$ cat src/rtl/coord_scaler_pipe.sv
// Two-stage coordinate scaler: S1 shifts VGA coordinates down by 1x/2x/4x and
// flags out-of-range results, S2 forms the linear framebuffer word address.
module coord_scaler_pipe #(
  parameter int IN_W   = 10,
  parameter int FB_W   = 320,
  parameter int FB_H   = 240,
  parameter int ADDR_W = 17
) (
  input  logic              Clk,
  input  logic              Reset,
  input  logic [1:0]        MODE,
  input  logic [IN_W-1:0]   X_IN,
  input  logic [IN_W-1:0]   Y_IN,
  input  logic              IN_VALID,
  output logic              IN_READY,
  output logic [IN_W-1:0]   X_OUT,
  output logic [IN_W-1:0]   Y_OUT,
  output logic [ADDR_W-1:0] ADDR,
  output logic              OOB,
  output logic              OUT_VALID,
  input  logic              OUT_READY
);

  logic              s1_valid_q, s1_valid_d;
  logic [IN_W-1:0]   s1_x_q, s1_x_d;
  logic [IN_W-1:0]   s1_y_q, s1_y_d;
  logic              s1_oob_q, s1_oob_d;

  logic              s2_valid_q, s2_valid_d;
  logic [IN_W-1:0]   s2_x_q, s2_x_d;
  logic [IN_W-1:0]   s2_y_q, s2_y_d;
  logic              s2_oob_q, s2_oob_d;
  logic [ADDR_W-1:0] s2_addr_q, s2_addr_d;

  logic [1:0]        sh;
  logic [IN_W-1:0]   xs;
  logic [IN_W-1:0]   ys;
  logic              oob;
  logic              s2_load;
  logic              in_fire;

  // MODE 3 is folded onto the 4x shift
  always_comb begin
    sh  = (MODE == 2'd3) ? 2'd2 : MODE;
    xs  = X_IN >> sh;
    ys  = Y_IN >> sh;
    oob = (32'(xs) >= $unsigned(FB_W)) || (32'(ys) >= $unsigned(FB_H));
  end

  always_comb begin
    s2_load  = s1_valid_q && (!s2_valid_q || OUT_READY);
    IN_READY = !s1_valid_q || s2_load;
    in_fire  = IN_VALID && IN_READY;
  end

  always_comb begin
    s1_valid_d = in_fire ? 1'b1 : (s2_load ? 1'b0 : s1_valid_q);
    s1_x_d     = in_fire ? xs  : s1_x_q;
    s1_y_d     = in_fire ? ys  : s1_y_q;
    s1_oob_d   = in_fire ? oob : s1_oob_q;
  end

  // Full-width product; the parameter rule guarantees the in-range address fits ADDR_W
  always_comb begin
    s2_valid_d = s2_load ? 1'b1 : (OUT_READY ? 1'b0 : s2_valid_q);
    s2_x_d     = s2_load ? s1_x_q   : s2_x_q;
    s2_y_d     = s2_load ? s1_y_q   : s2_y_q;
    s2_oob_d   = s2_load ? s1_oob_q : s2_oob_q;
    s2_addr_d  = s2_addr_q;
    if (s2_load) begin
      s2_addr_d = s1_oob_q ? '0 :
                  ADDR_W'(64'(s1_y_q) * 64'($unsigned(FB_W)) + 64'(s1_x_q));
    end
  end

  always_ff @(posedge Clk) begin
    if (Reset) begin
      s1_valid_q <= 1'b0;
      s1_x_q     <= '0;
      s1_y_q     <= '0;
      s1_oob_q   <= 1'b0;
      s2_valid_q <= 1'b0;
      s2_x_q     <= '0;
      s2_y_q     <= '0;
      s2_oob_q   <= 1'b0;
      s2_addr_q  <= '0;
    end else begin
      s1_valid_q <= s1_valid_d;
      s1_x_q     <= s1_x_d;
      s1_y_q     <= s1_y_d;
      s1_oob_q   <= s1_oob_d;
      s2_valid_q <= s2_valid_d;
      s2_x_q     <= s2_x_d;
      s2_y_q     <= s2_y_d;
      s2_oob_q   <= s2_oob_d;
      s2_addr_q  <= s2_addr_d;
    end
  end

  assign OUT_VALID = s2_valid_q;
  assign X_OUT     = s2_x_q;
  assign Y_OUT     = s2_y_q;
  assign ADDR      = s2_addr_q;
  assign OOB       = s2_oob_q;

endmodule

$ cat config.mk
export PLATFORM = sky130hd
export DESIGN_NAME = coord_scaler_pipe
export DESIGN_NICKNAME = d
export VERILOG_FILES = /design/src/rtl/coord_scaler_pipe.sv
export SDC_FILE = /design/constraint.sdc
export NUM_CORES = 1
export LEC_CHECK = 0
export BUFFER_PORTS_ARGS = -buffer_cell sky130_fd_sc_hd__buf_2
export CAP_MARGIN = 20
export CORE_MARGIN = 2
export CORE_UTILIZATION = 50
export DETAILED_ROUTE_END_ITERATION = 7
export GPL_TIMING_DRIVEN = 0
export PLACE_DENSITY = 0.74
export SLEW_MARGIN = 30
export SYNTH_ARGS = -nofsm -noshare
export SYNTH_HDL_FRONTEND = slang
export SYNTH_SLANG_ARGS = --single-unit
$ cat constraint.sdc
create_clock -name Clk -period 5.9 [get_ports Clk]
set_clock_uncertainty 0.1 [all_clocks]
set_input_delay 0.295 -clock Clk [delete_from_list [all_inputs] [get_ports Clk]]
set_output_delay 0.295 -clock Clk [all_outputs]
set_load 0.01 [all_outputs]
* Word-level counts from Yosys, hierarchy flattened *
Cells that the tools add are included.

word-level totals
  register bits after elaboration = 61
  input port bits = 26
  output and inout port bits = 40
  logic and storage cells = 31

cells by class
  $add $sub $neg = 1
  multipliers = 1
  $lt $le $gt $ge = 2
  equal/unequal tests = 1
  shift operators = 2
  mux-type cells = 6
  reduce and logical (&&, ||, !) cells = 9

operators by type and width
  cell                                                                    count
  10-bit by 2-bit >> shifter with 10-bit output                           2
  17-bit by 10-bit adder with 17-bit output                               1
  17-bit 2-to-1 mux                                                       1
  10-bit by 3-bit multiplier with 11-bit output, second input constant    1
  10-bit by 8-bit >= comparator with 1-bit output, second input constant  1
  10-bit by 9-bit >= comparator with 1-bit output, second input constant  1
  1-bit 2-to-1 mux                                                        4
  2-bit nonzero test                                                      2
  1-bit logical OR                                                        3
  2-bit equality test, second input constant                              1
  1-bit logical AND                                                       2
  1-bit zero test                                                         2
  2-bit 2-to-1 mux                                                        1

* Depth between registers and ports, before layout *
Gate-level depths: netlist (run 1).

  depth in word-level cells = 6
  mapped depth = 9
  mapped depth without buffers = 9

* Worst setup path after synthesis (run 1) *
Ideal clock, no wire load.

  kind = register to register
  start point = register s1_y_q[1]
  end point = register s2_addr_q[15] (netlist: ADDR[15])
  setup time = 0.117 ns
  arrival = 2.443 ns
  data required time = 5.683 ns
  path slack = 3.241 ns
  cell stages (with the launch flop) = 10
  path buffers = 0
  clock period less this slack = 2.659 ns
  path through = dfxtp_1 ha_1 ha_1 fa_1 a211oi_1 nor2_1 xor2_1 o2111ai_1 xnor2_1 a22o_1

on the way
  cells in the longest elaborated chain, start to end = 3

RTL lines
  item                                           line  source
  from (decl)                                    26    logic [IN_W-1:0] s1_y_q, s1_y_d;
  from (signal assigned)                         90    s1_y_q <= s1_y_d;
  10-bit by 3-bit multiplier with 11-bit output  72    ADDR_W'(64'(s1_y_q) * 64'($unsigned(FB_W)) + 64'(s1_x_q));
  17-bit by 10-bit adder with 17-bit output      72
  17-bit 2-to-1 mux                              71    s2_addr_d = s1_oob_q ? '0 :
  to (signal assigned)                           96    s2_addr_q <= s2_addr_d;
  to (decl)                                      33    logic [ADDR_W-1:0] s2_addr_q, s2_addr_d;

Every way passes these cells.
A chain may end at the register's enable or synchronous reset.

* Worst setup path after layout (run 1) *
Ends and elaborated chain as after synthesis.

==> flow_summary.toml, run 1 <==
[floorplanning]
initial_utilization_pct = 52.4
die_x_um = 83.5
die-area_um2 = 6960
ios = 66
coreArea_um2 = 6030
row_count = 28
fp.dieH_um = 83.5

[synth]
avgSynthCellArea_um2 = 7.93
seq_area_frac_synth_pct = 38.7
syn_area_um2 = 3160
netlist_instances = 398
syn_nets = 445
yosys_warnings = 0
ys_ff_latch = 61
ys_types = 38

[layout]
antennaDiodeCount = 0
nets = 520
seqCellArea_um2 = 1220
multi_input_comb_area_um2 = 1830
fillerInstances = 564
post-route-util_pct = 62.5
stdcell_area_um2 = 3760
syn_to_final_growth_pct = 19.2
drive_above_1_share_pct = 17.4

[global_route]
grt_pass1_wl_um = 12800
antenna_found_initial = 0
grt_max_degree = 11
grt_overflow_total = 0
grt_usage_pct = 22.6
grt_pass1_vias = 2779

[sta]
holdWs_ns = 0.108
worst_slew_pin_slew_ns = 0.526
clock.fmax_mhz = 332
hold_violations = 0
finalCritPeriodShare_pct = 51.0
finalCriticalPeriod_ns = 3.01
setup_viol = 0
final_max_slew_viol_count = 0
slew_headroom_pct = 64.9
setup_tns_ns = 0
rsz0062_at_grt = "no"

[clock_tree]
clock-sinks = 61
postCtsSetupRepairBufs = 0
cts_hold_buf = 0
clk_latency_ns = 0.34
cts_max_path_buffers = 2
clockRootBuffer = "clkbuf_8"
cts_resized = 0
clkTransAtPathRegs_ns = 0.07
cts_tree = "yes"
htree_levels = 3
cts_made_buffers = 9

[pwr]
p_per_area_nw_per_um2 = 254
power_leakage_nw = 1.68
peakVddDrop_mv = 0.180
power_w = 0.000957

[routing]
avgRoutedWirePerCell_um = 13.7
drc = 0
ant_nets = 0
drtIter0Drc = 135
first_pass_iters = 4
vias = 2980
via_per_inst = 5.39
drt-total-wl_um = 7580

[critical_path]
r2r-end = "ADDR[15]"
cp-start-kind = "register"
critPathCaptureType = "register"
crit_arrival_ns = 3.13
required_ns = 6.02
r2r_start = "s1_y_q[1]"
crit_type = "register to register"
rr_worst_depth = 9
reg2reg_slack_ns = 2.89
path_max_fanout = 5

[placement]
dpl_cell_area_um2 = 3570
hpwl_um = 5900
port_buffers = 64
gp_congestion = 0.872

[run_status]
status = "completed"

[min_path]
min-delay-start = "IN_VALID"
min_delay_path_depth = 3
min_to = "s1_valid_q"
worstHoldPathType = "primary input to register"

[job]
maxCapViolCount = 0
## worst max-delay path by stage
stage / from / to / slack (ns) / depth (start not counted)
2_1_floorplan: s1_y_q[1] / ADDR[15] / 3.24 / 9
3_3_place_gp: s1_y_q[1] / ADDR[15] / 2.98 / 9
3_5_place_dp: s1_y_q[1] / ADDR[15] / 2.93 / 9
4_1_cts: s1_y_q[1] / ADDR[15] / 2.92 / 9
5_1_grt: s1_y_q[1] / ADDR[15] / 2.74 / 9
6_report: s1_y_q[1] / ADDR[15] / 2.89 / 9
## final cells by class
cell class                      count  area share [%]
Multi-Input combinational cell    309            48.6
Sequential cell                    61            32.4
Timing Repair Buffer               64            8.51
Clock buffer                       12            3.86
Tap cell                           75            2.49
Buffer                             24            2.46
Clock inverter                      4            1.26
Inverter                            4           0.399
## state kept, by name (all words and copies together) (netlist names)
signal and count:
s1_y_q 10, X_OUT 10, Y_OUT 10, s1_oob_q 1, s1_x_q 10, OOB 1, OUT_VALID 1, s1_valid_q 1
ADDR 17
## critical path, cell delays in order, from the launching register on
cell and delay, ns:
dfxtp_1 0.46, ha_1 0.29, ha_1 0.23, fa_1 0.40, a211oi_1 0.42, nor2_1 0.11, xor2_1 0.30, o2111ai_1 0.21
xnor2_1 0.17, a22o_1 0.20
## placed cells by master, fill, tap and decap left out, types with 4 or more instances in the layout
cell,Yosys,layout
nor2b_1,4,4
xnor2_1,10,10
buf_2,2,66
o21ai_1,11,11
nand3b_1,9,9
nor3_1,5,5
dfxtp_1,61,61
nand3_1,4,4
nand2_1,100,100
clkbuf_1,21,23
a22o_1,5,5
o21ai_0,9,9
clkbuf_8,0,10
xor2_1,6,6
nor2_1,26,26
ha_1,19,19
mux2i_1,15,15
a21oi_1,57,57
## synth_stat cells
cell | n | area share (%)
nand4_1 | 2 | 0.40
a32oi_1 | 2 | 0.55
buf_2 | 2 | 0.32
nand2_1 | 100 | 12
xnor2_1 | 10 | 2.8
fa_1 | 2 | 1.3
nand3_1 | 4 | 0.63
clkbuf_1 | 21 | 2.5
a22o_1 | 5 | 1.4
inv_2 | 1 | 0.12
a311oi_1 | 1 | 0.28
o2111ai_1 | 2 | 0.55
nand2b_1 | 3 | 0.59
a31oi_1 | 1 | 0.20
mux2i_1 | 15 | 4.8
and3b_1 | 1 | 0.28
dfxtp_1 | 61 | 39
ha_1 | 19 | 7.5
nand3b_1 | 9 | 2.1
or4b_4 | 1 | 0.44
a21boi_1 | 1 | 0.24
o32ai_1 | 1 | 0.28
nor2b_1 | 4 | 0.79
inv_1 | 3 | 0.36
o21ai_1 | 11 | 1.7
xor2_1 | 6 | 1.7
o21ai_0 | 9 | 1.4
a21oi_1 | 57 | 9.0
nor2_1 | 26 | 3.1
buf_1 | 1 | 0.12
o211ai_1 | 2 | 0.48
a41oi_2 | 1 | 0.52
nor3_1 | 5 | 0.79
a22oi_1 | 3 | 0.71
a211oi_1 | 1 | 0.24
a21o_1 | 3 | 0.71
and2_1 | 1 | 0.20
a222oi_1 | 1 | 0.32
## per-stage QoR
step                std cells  worst slack (ns)
finish                    553              2.89
global route              553              2.74
CTS                       553              2.92
detailed placement        537              2.93
global placement          537              2.98
floorplan                 398              3.24
## logic make-up after synthesis
kind of cell | Yosys count | synth area share (%)
AO/OA/AOI/OAI | 101 | 18.7
XOR/XNOR | 16 | 4.44
adder cells (fa/ha/maj) | 21 | 8.80
buffers and inverters | 28 | 3.41
flip-flops | 61 | 38.7
multiplexers | 15 | 4.76
AND/OR/NAND/NOR | 156 | 21.2
## power breakdown
part / leakage, nW / switching (W) / total [W] / internal, W
Combinational: 1.08 / 0.0000902 / 0.000151 / 0.0000604
Sequential: 0.497 / 0.0000149 / 0.000444 / 0.000429
Clock: 0.0964 / 0.000157 / 0.000363 / 0.000205
## metal layers
metal,vias up,GRT usage (%),part of all wire [%]
met2,83,37.3,47
met3,8,4.25,5.8
met1,1366,29.6,46
met5,-,0,0
met4,0,8.06,1.1
li1,1523,-,-
No activity file was read; power rests on OpenSTA's default activity.
==> run 2, diff against run 1 <==
--- a/config.mk
+++ b/config.mk
@@ -5,13 +5,14 @@
 export SDC_FILE = /design/constraint.sdc
 export NUM_CORES = 1
 export LEC_CHECK = 0
+export ABC_AREA = 1
 export BUFFER_PORTS_ARGS = -buffer_cell sky130_fd_sc_hd__buf_2
 export CAP_MARGIN = 20
 export CORE_MARGIN = 2
-export CORE_UTILIZATION = 50
+export CORE_UTILIZATION = 49
 export DETAILED_ROUTE_END_ITERATION = 7
 export GPL_TIMING_DRIVEN = 0
-export PLACE_DENSITY = 0.74
+export PLACE_DENSITY = 0.75
 export SLEW_MARGIN = 30
 export SYNTH_ARGS = -nofsm -noshare
 export SYNTH_HDL_FRONTEND = slang
==> constraint.sdc (replaced) <==
create_clock -name Clk -period 2.4 [get_ports Clk]
set_clock_uncertainty 0.1 [all_clocks]
set_input_delay 0.12 -clock Clk [delete_from_list [all_inputs] [get_ports Clk]]
set_output_delay 0.12 -clock Clk [all_outputs]
set_load 0.01 [all_outputs]
==> run 2 against run 1 <==
Maximum frequency up 30%. Highest routed layer unchanged. Critical path depth up 1. Utilization up 0.18 points. Cell area up 5.7%. Global-route usage up 0.67 points.
==> flow_summary.toml, run 2 <==
[critical_path]
r2r_start = "s1_y_q[1]"
path_max_fanout = 5
cp-start-kind = "register"
crit_arrival_ns = 2.44
path_common_cell = "ha_4"
required_ns = 2.51
cp_top_family = "adder cells"
rr_worst_depth = 10
crit_type = "register to register"
r2r-end = "ADDR[14]"
critPathSlowestCell = "fa_2"
path_buf_inv = 0
crit_chain = "ha_4, ha_4, fa_2, nand2_1, nor2_4, nand3_1, nor2_2, nor2_1, o21ai_1, a21oi_1"
critPathMaxStageDelay_ns = 0.58
reg2reg_slack_ns = 0.08
critPathCaptureType = "register"

[pwr]
p_per_area_nw_per_um2 = 642
power_w = 0.00256
power_leakage_nw = 1.86
peakVddDrop_mv = 0.419

[clock_tree]
cts_made_buffers = 9
htree_levels = 3
clockRootBuffer = "clkbuf_8"
clk_latency_ns = 0.34
cts_max_path_buffers = 2
clock-sinks = 61
cts_tree = "yes"
clkTransAtPathRegs_ns = 0.07

[sta]
slew_headroom_pct = 65.3
hold_violations = 0
rsz0062_at_grt = "no"
setup_tns_ns = 0
finalCritPeriodShare_pct = 96.7
worst_slew_pin_slew_ns = 0.521
clock.fmax_mhz = 431
finalCriticalPeriod_ns = 2.32
setup_viol = 0
final_max_slew_viol_count = 0

[min_path]
min_to = "s1_x_q[3]"
min_delay_path_depth = 3
worstHoldPathType = "primary input to register"
min-delay-start = "X_IN[5]"

[placement]
dpl_cell_area_um2 = 3620
port_buffers = 63
gp_congestion = 0.866
hpwl_um = 6280

[floorplanning]
die_x_um = 84.9
fp.dieH_um = 84.9
coreArea_um2 = 6350
initial_utilization_pct = 50.5
row_count = 29
die-area_um2 = 7210
ios = 66

[synth]
syn_nets = 493
synth_flop_cell = "dfxtp_1"
yosys_warnings = 0
syn_area_um2 = 3210
synth_async_sr_flop_share_pct = 0
ys_types = 32
synth.most_common_cell = "nand2_1"
avgSynthCellArea_um2 = 7.19
ys_ff_latch = 61
synth_area_leader_cell = "dfxtp_1"
synthTopCellsByCount = "101 x nand2_1, 61 x dfxtp_1, 56 x a21oi_1"
netlist_top_cells_area = "dfxtp_1 38%, nand2_1 12%, a21oi_1 8.7%"
synth_top_area_share_pct = 38.1
synth_edf_count = 0
netlist_instances = 446
seq_area_frac_synth_pct = 38.1

[routing]
drt-total-wl_um = 8310
drc = 0
ant_nets = 0
drtIter0Drc = 150
vias = 3282
via_per_inst = 5.37
avgRoutedWirePerCell_um = 13.6
first_pass_iters = 5

[layout]
largest_register_ffs = 17
final_common_cell = "nand2_1"
nets = 576
post-route-util_pct = 62.6
drive_above_1_share_pct = 22.1
stdcell_area_um2 = 3980
syn_to_final_growth_pct = 24.0
antennaDiodeCount = 0
mostFrequentLayoutCells = "100 x nand2_1, 69 x buf_2, 59 x dfxtp_1"

[global_route]
grt_max_degree = 13
grt_pass1_wl_um = 13600
antenna_found_initial = 0
grt_pass1_vias = 2998
grt_usage_pct = 23.3
grt_overflow_total = 0

[run_status]
status = "completed"

[job]
maxCapViolCount = 0
run 2: cell count changes after synthesis, sizes merged, moves of 6 or more:
| cell | before | now |
|---|---|---|
| nand3 | 4 | 29 |
| nor2 | 26 | 48 |
| inv | 4 | 28 |
| nand3b | 9 | 0 |
| xnor2 | 10 | 0 |
| clkbuf | 21 | 15 |
| mux2i | 15 | 0 |
| o21ai | 20 | 47 |
run 2: report_power, final:
| group | switching, W | internal [W] |
|---|---|---|
| Combinational | 0.000314 | 0.000202 |
| Clock | 0.000430 | 0.000482 |
| Sequential | 0.0000510 | 0.00108 |
| Total | 0.000796 | 0.00176 |
run 2: what timing repair did:
action | in CTS | in global routing
setup endpoints to repair | 4 | 4
resized for setup | 3 | 13
gates cloned | 0 | 0
setup buffers | 0 | 1
endpoints found under the hold margin | 12 | 0
pin swaps | 0 | 4
hold buffers | 8 | 0
run 2: per-stage QoR:
step / cells / hold WS (ns) / setup WS [ns]
after CTS: 610 / 0.00146 / 0.0178
after floorplan: 446 / 0.194 / 0.125
after global placement: 586 / 0.248 / -0.0631
after detailed placement: 586 / 0.249 / -0.124
after global routing: 611 / 0.00983 / 0.00156
final: 611 / 0.0112 / 0.0790
run 2: cells by family after synthesis:
logic type,Yosys count,synth area share (%)
compound gates,120,20.2
xor+xnor,3,0.820
fa+ha+maj,21,8.66
buf+inv,52,6.87
flops,61,38.1
simple gates,189,25.4
run 2: per-layer routing:
| metal | track usage, % | vias to the layer above | wire length, µm | part of all wire (%) |
|---|---|---|---|---|
| li1 | - | 1664 | - | - |
| met1 | 29.7 | 1491 | 3740 | 45 |
| met2 | 38.5 | 112 | 3930 | 47 |
| met3 | 3.89 | 15 | 470 | 5.7 |
| met4 | 10.7 | 0 | 172 | 2.1 |
| met5 | 0 | - | 0 | 0 |
run 2: worst max-delay path by stage:
stage                          from       end  slack, ns  cells after the start
final                     s1_y_q[1]  ADDR[14]       0.08                     10
after global routing      s1_y_q[4]  ADDR[14]      0.002                      9
after CTS                 s1_y_q[1]  ADDR[14]       0.02                     12
after detailed placement  s1_y_q[1]  ADDR[14]      -0.12                     11
after global placement    s1_y_q[1]  ADDR[16]      -0.06                     11
after floorplan           s1_y_q[1]  ADDR[16]       0.13                     11
run 2: area by class of cell:
type	count	area [µm²]
clock buffer	9	124
inverter	29	109
sequential	61	1230
timing repair buffer	72	403
tap	77	96.3
fill	588	2370
multi-input combinational	333	1830
buffer	23	111
clock inverter	7	73.8
run 2: worst min-delay path, delay by kind of cell:
family                 cells  cell delay, ns
AO/OA/AOI/OAI              2            0.19
buffers and inverters      1            0.10
==> run 3, diff against run 2 <==
--- a/config.mk
+++ b/config.mk
@@ -12,7 +12,7 @@
 export CORE_UTILIZATION = 49
 export DETAILED_ROUTE_END_ITERATION = 7
 export GPL_TIMING_DRIVEN = 0
-export PLACE_DENSITY = 0.75
+export PLACE_DENSITY = 0.76
 export SLEW_MARGIN = 30
 export SYNTH_ARGS = -nofsm -noshare
 export SYNTH_HDL_FRONTEND = slang
==> run 3 against run 2 <==
Die area unchanged. Largest cell class unchanged. Critical endpoint unchanged. Highest routed layer unchanged. Non-clock buffer count up 3. Register-to-register slack gained 0.04 ns.
==> flow_summary.toml, run 3 (synthesis gave the netlist of run 2 again) <==
[floorplanning]
die_x_um = 84.9
fp.dieH_um = 84.9
initial_utilization_pct = 50.5
ios = 66
coreArea_um2 = 6350
row_count = 29
die-area_um2 = 7210

[critical_path]
path_max_fanout = 5
required_ns = 2.51
cp-start-kind = "register"
crit_type = "register to register"
crit_arrival_ns = 2.39
critPathCaptureType = "register"

[layout]
final_common_cell = "nand2_1"
largest_register_ffs = 17
post-route-util_pct = 63.0
stdcell_area_um2 = 4000
syn_to_final_growth_pct = 24.8
fillerInstances = 565
antennaDiodeCount = 0
drive_above_1_share_pct = 23.9
nets = 579
mostFrequentLayoutCells = "99 x nand2_1, 69 x buf_2, 56 x a21oi_1"

[placement]
hpwl_um = 6310
gp_congestion = 0.903
port_buffers = 63
dpl_cell_area_um2 = 3620

[sta]
hold_violations = 0
final_max_slew_viol_count = 0
worst_slew_pin_slew_ns = 0.529
finalCritPeriodShare_pct = 95.0
clock.fmax_mhz = 438
slew_headroom_pct = 64.7
setup_viol = 0
finalCriticalPeriod_ns = 2.28

[clock_tree]
cts_made_buffers = 9
cts_tree = "yes"
clk_latency_ns = 0.34
htree_levels = 3
clkTransAtPathRegs_ns = 0.07
clockRootBuffer = "clkbuf_8"
cts_max_path_buffers = 2
clock-sinks = 61

[pwr]
power_leakage_nw = 1.87
peakVddDrop_mv = 0.401
p_per_area_nw_per_um2 = 638
power_w = 0.00255

[run_status]
status = "completed"

[routing]
avgRoutedWirePerCell_um = 14.1
drtIter0Drc = 206
first_pass_iters = 5
via_per_inst = 5.44
drc = 0
drt-total-wl_um = 8670
vias = 3336
ant_nets = 0

[min_path]
worstHoldPathType = "primary input to register"

[global_route]
antenna_found_initial = 0
grt_pass1_vias = 3017
grt_overflow_total = 0
grt_max_degree = 11
grt_pass1_wl_um = 13800
grt_usage_pct = 23.7

[job]
maxCapViolCount = 0
==> run 3: changes by cell type in the layout (fill, tap and decap cells not counted), sizes merged <==
cell / before / now
clkbuf: 24 / 26
buf: 72 / 74
inv: 29 / 28
clkinv: 5 / 4
dlygate4sd3: 8 / 9
clkinvlp: 1 / 0
==> run 3: layer usage <==
layer / global-route usage [%] / vias up / part of all wire [%]
li1: - / 1671 / -
met1: 29.9 / 1532 / 43
met2: 39.9 / 117 / 48
met3: 5.54 / 16 / 6.4
met4: 8.23 / 0 / 1.7
met5: 0 / - / 0
==> run 3: cell type report <==
type	instances	area [µm²]	area share [%]
plain buffers	23	111	2.78
clock buffers	11	141	3.53
clock inverters	4	48.8	1.22
inverters	29	109	2.72
multi-input cells	333	1830	45.8
flip-flops and latches	61	1230	30.8
well taps	77	96.3	2.41
repair buffers	75	428	10.7
==> run 3: what timing repair did <==
action | CTS | global route
endpoints found under the hold margin | 13 | 0
setup endpoints to repair | 4 | 4
hold buffers | 9 | 0
setup buffers | 0 | 3
resized for setup | 4 | 21
pin swaps | 0 | 8
==> run 3: power by group <==
group	internal [W]	switching [W]	total (W)
registers	0.00108	0.0000514	0.00113
logic	0.000203	0.000319	0.000522
clock network	0.000500	0.000400	0.000901
total	0.00178	0.000771	0.00255
==> run 3: per-stage QoR <==
step	hold WS, ns	instances	setup WS [ns]	setup TNS [ns]
after detailed placement	0.247	586	-0.126	-0.423
after global routing	0.00968	613	-0.00780	-0.00780
after CTS	0.00141	610	0.000884	0
after floorplan	0.194	446	0.125	0
final	0.0127	613	0.119	0
after global placement	0.244	586	-0.0584	-0.129
==> run 3: worst max-delay path: stages, from the launching register on <==
cell	delay, ns
dfxtp_2	0.35
ha_1	0.22
ha_2	0.20
fa_2	0.59
nand2_2	0.08
nor2_4	0.16
nand3_2	0.09
nor2_2	0.13
nor2_1	0.05
o21ai_1	0.08
a21oi_1	0.09
==> run 3: final timing paths <==
check	start	to	slack (ns)	depth (start not counted)
max	s1_y_q[0]	ADDR[14]	0.12	10
min	X_IN[4]	s1_x_q[3]	0.01	3
max reg2reg	s1_y_q[0]	ADDR[14]	0.12	10
min reg2reg	ADDR[12]	ADDR[12]	0.36	2
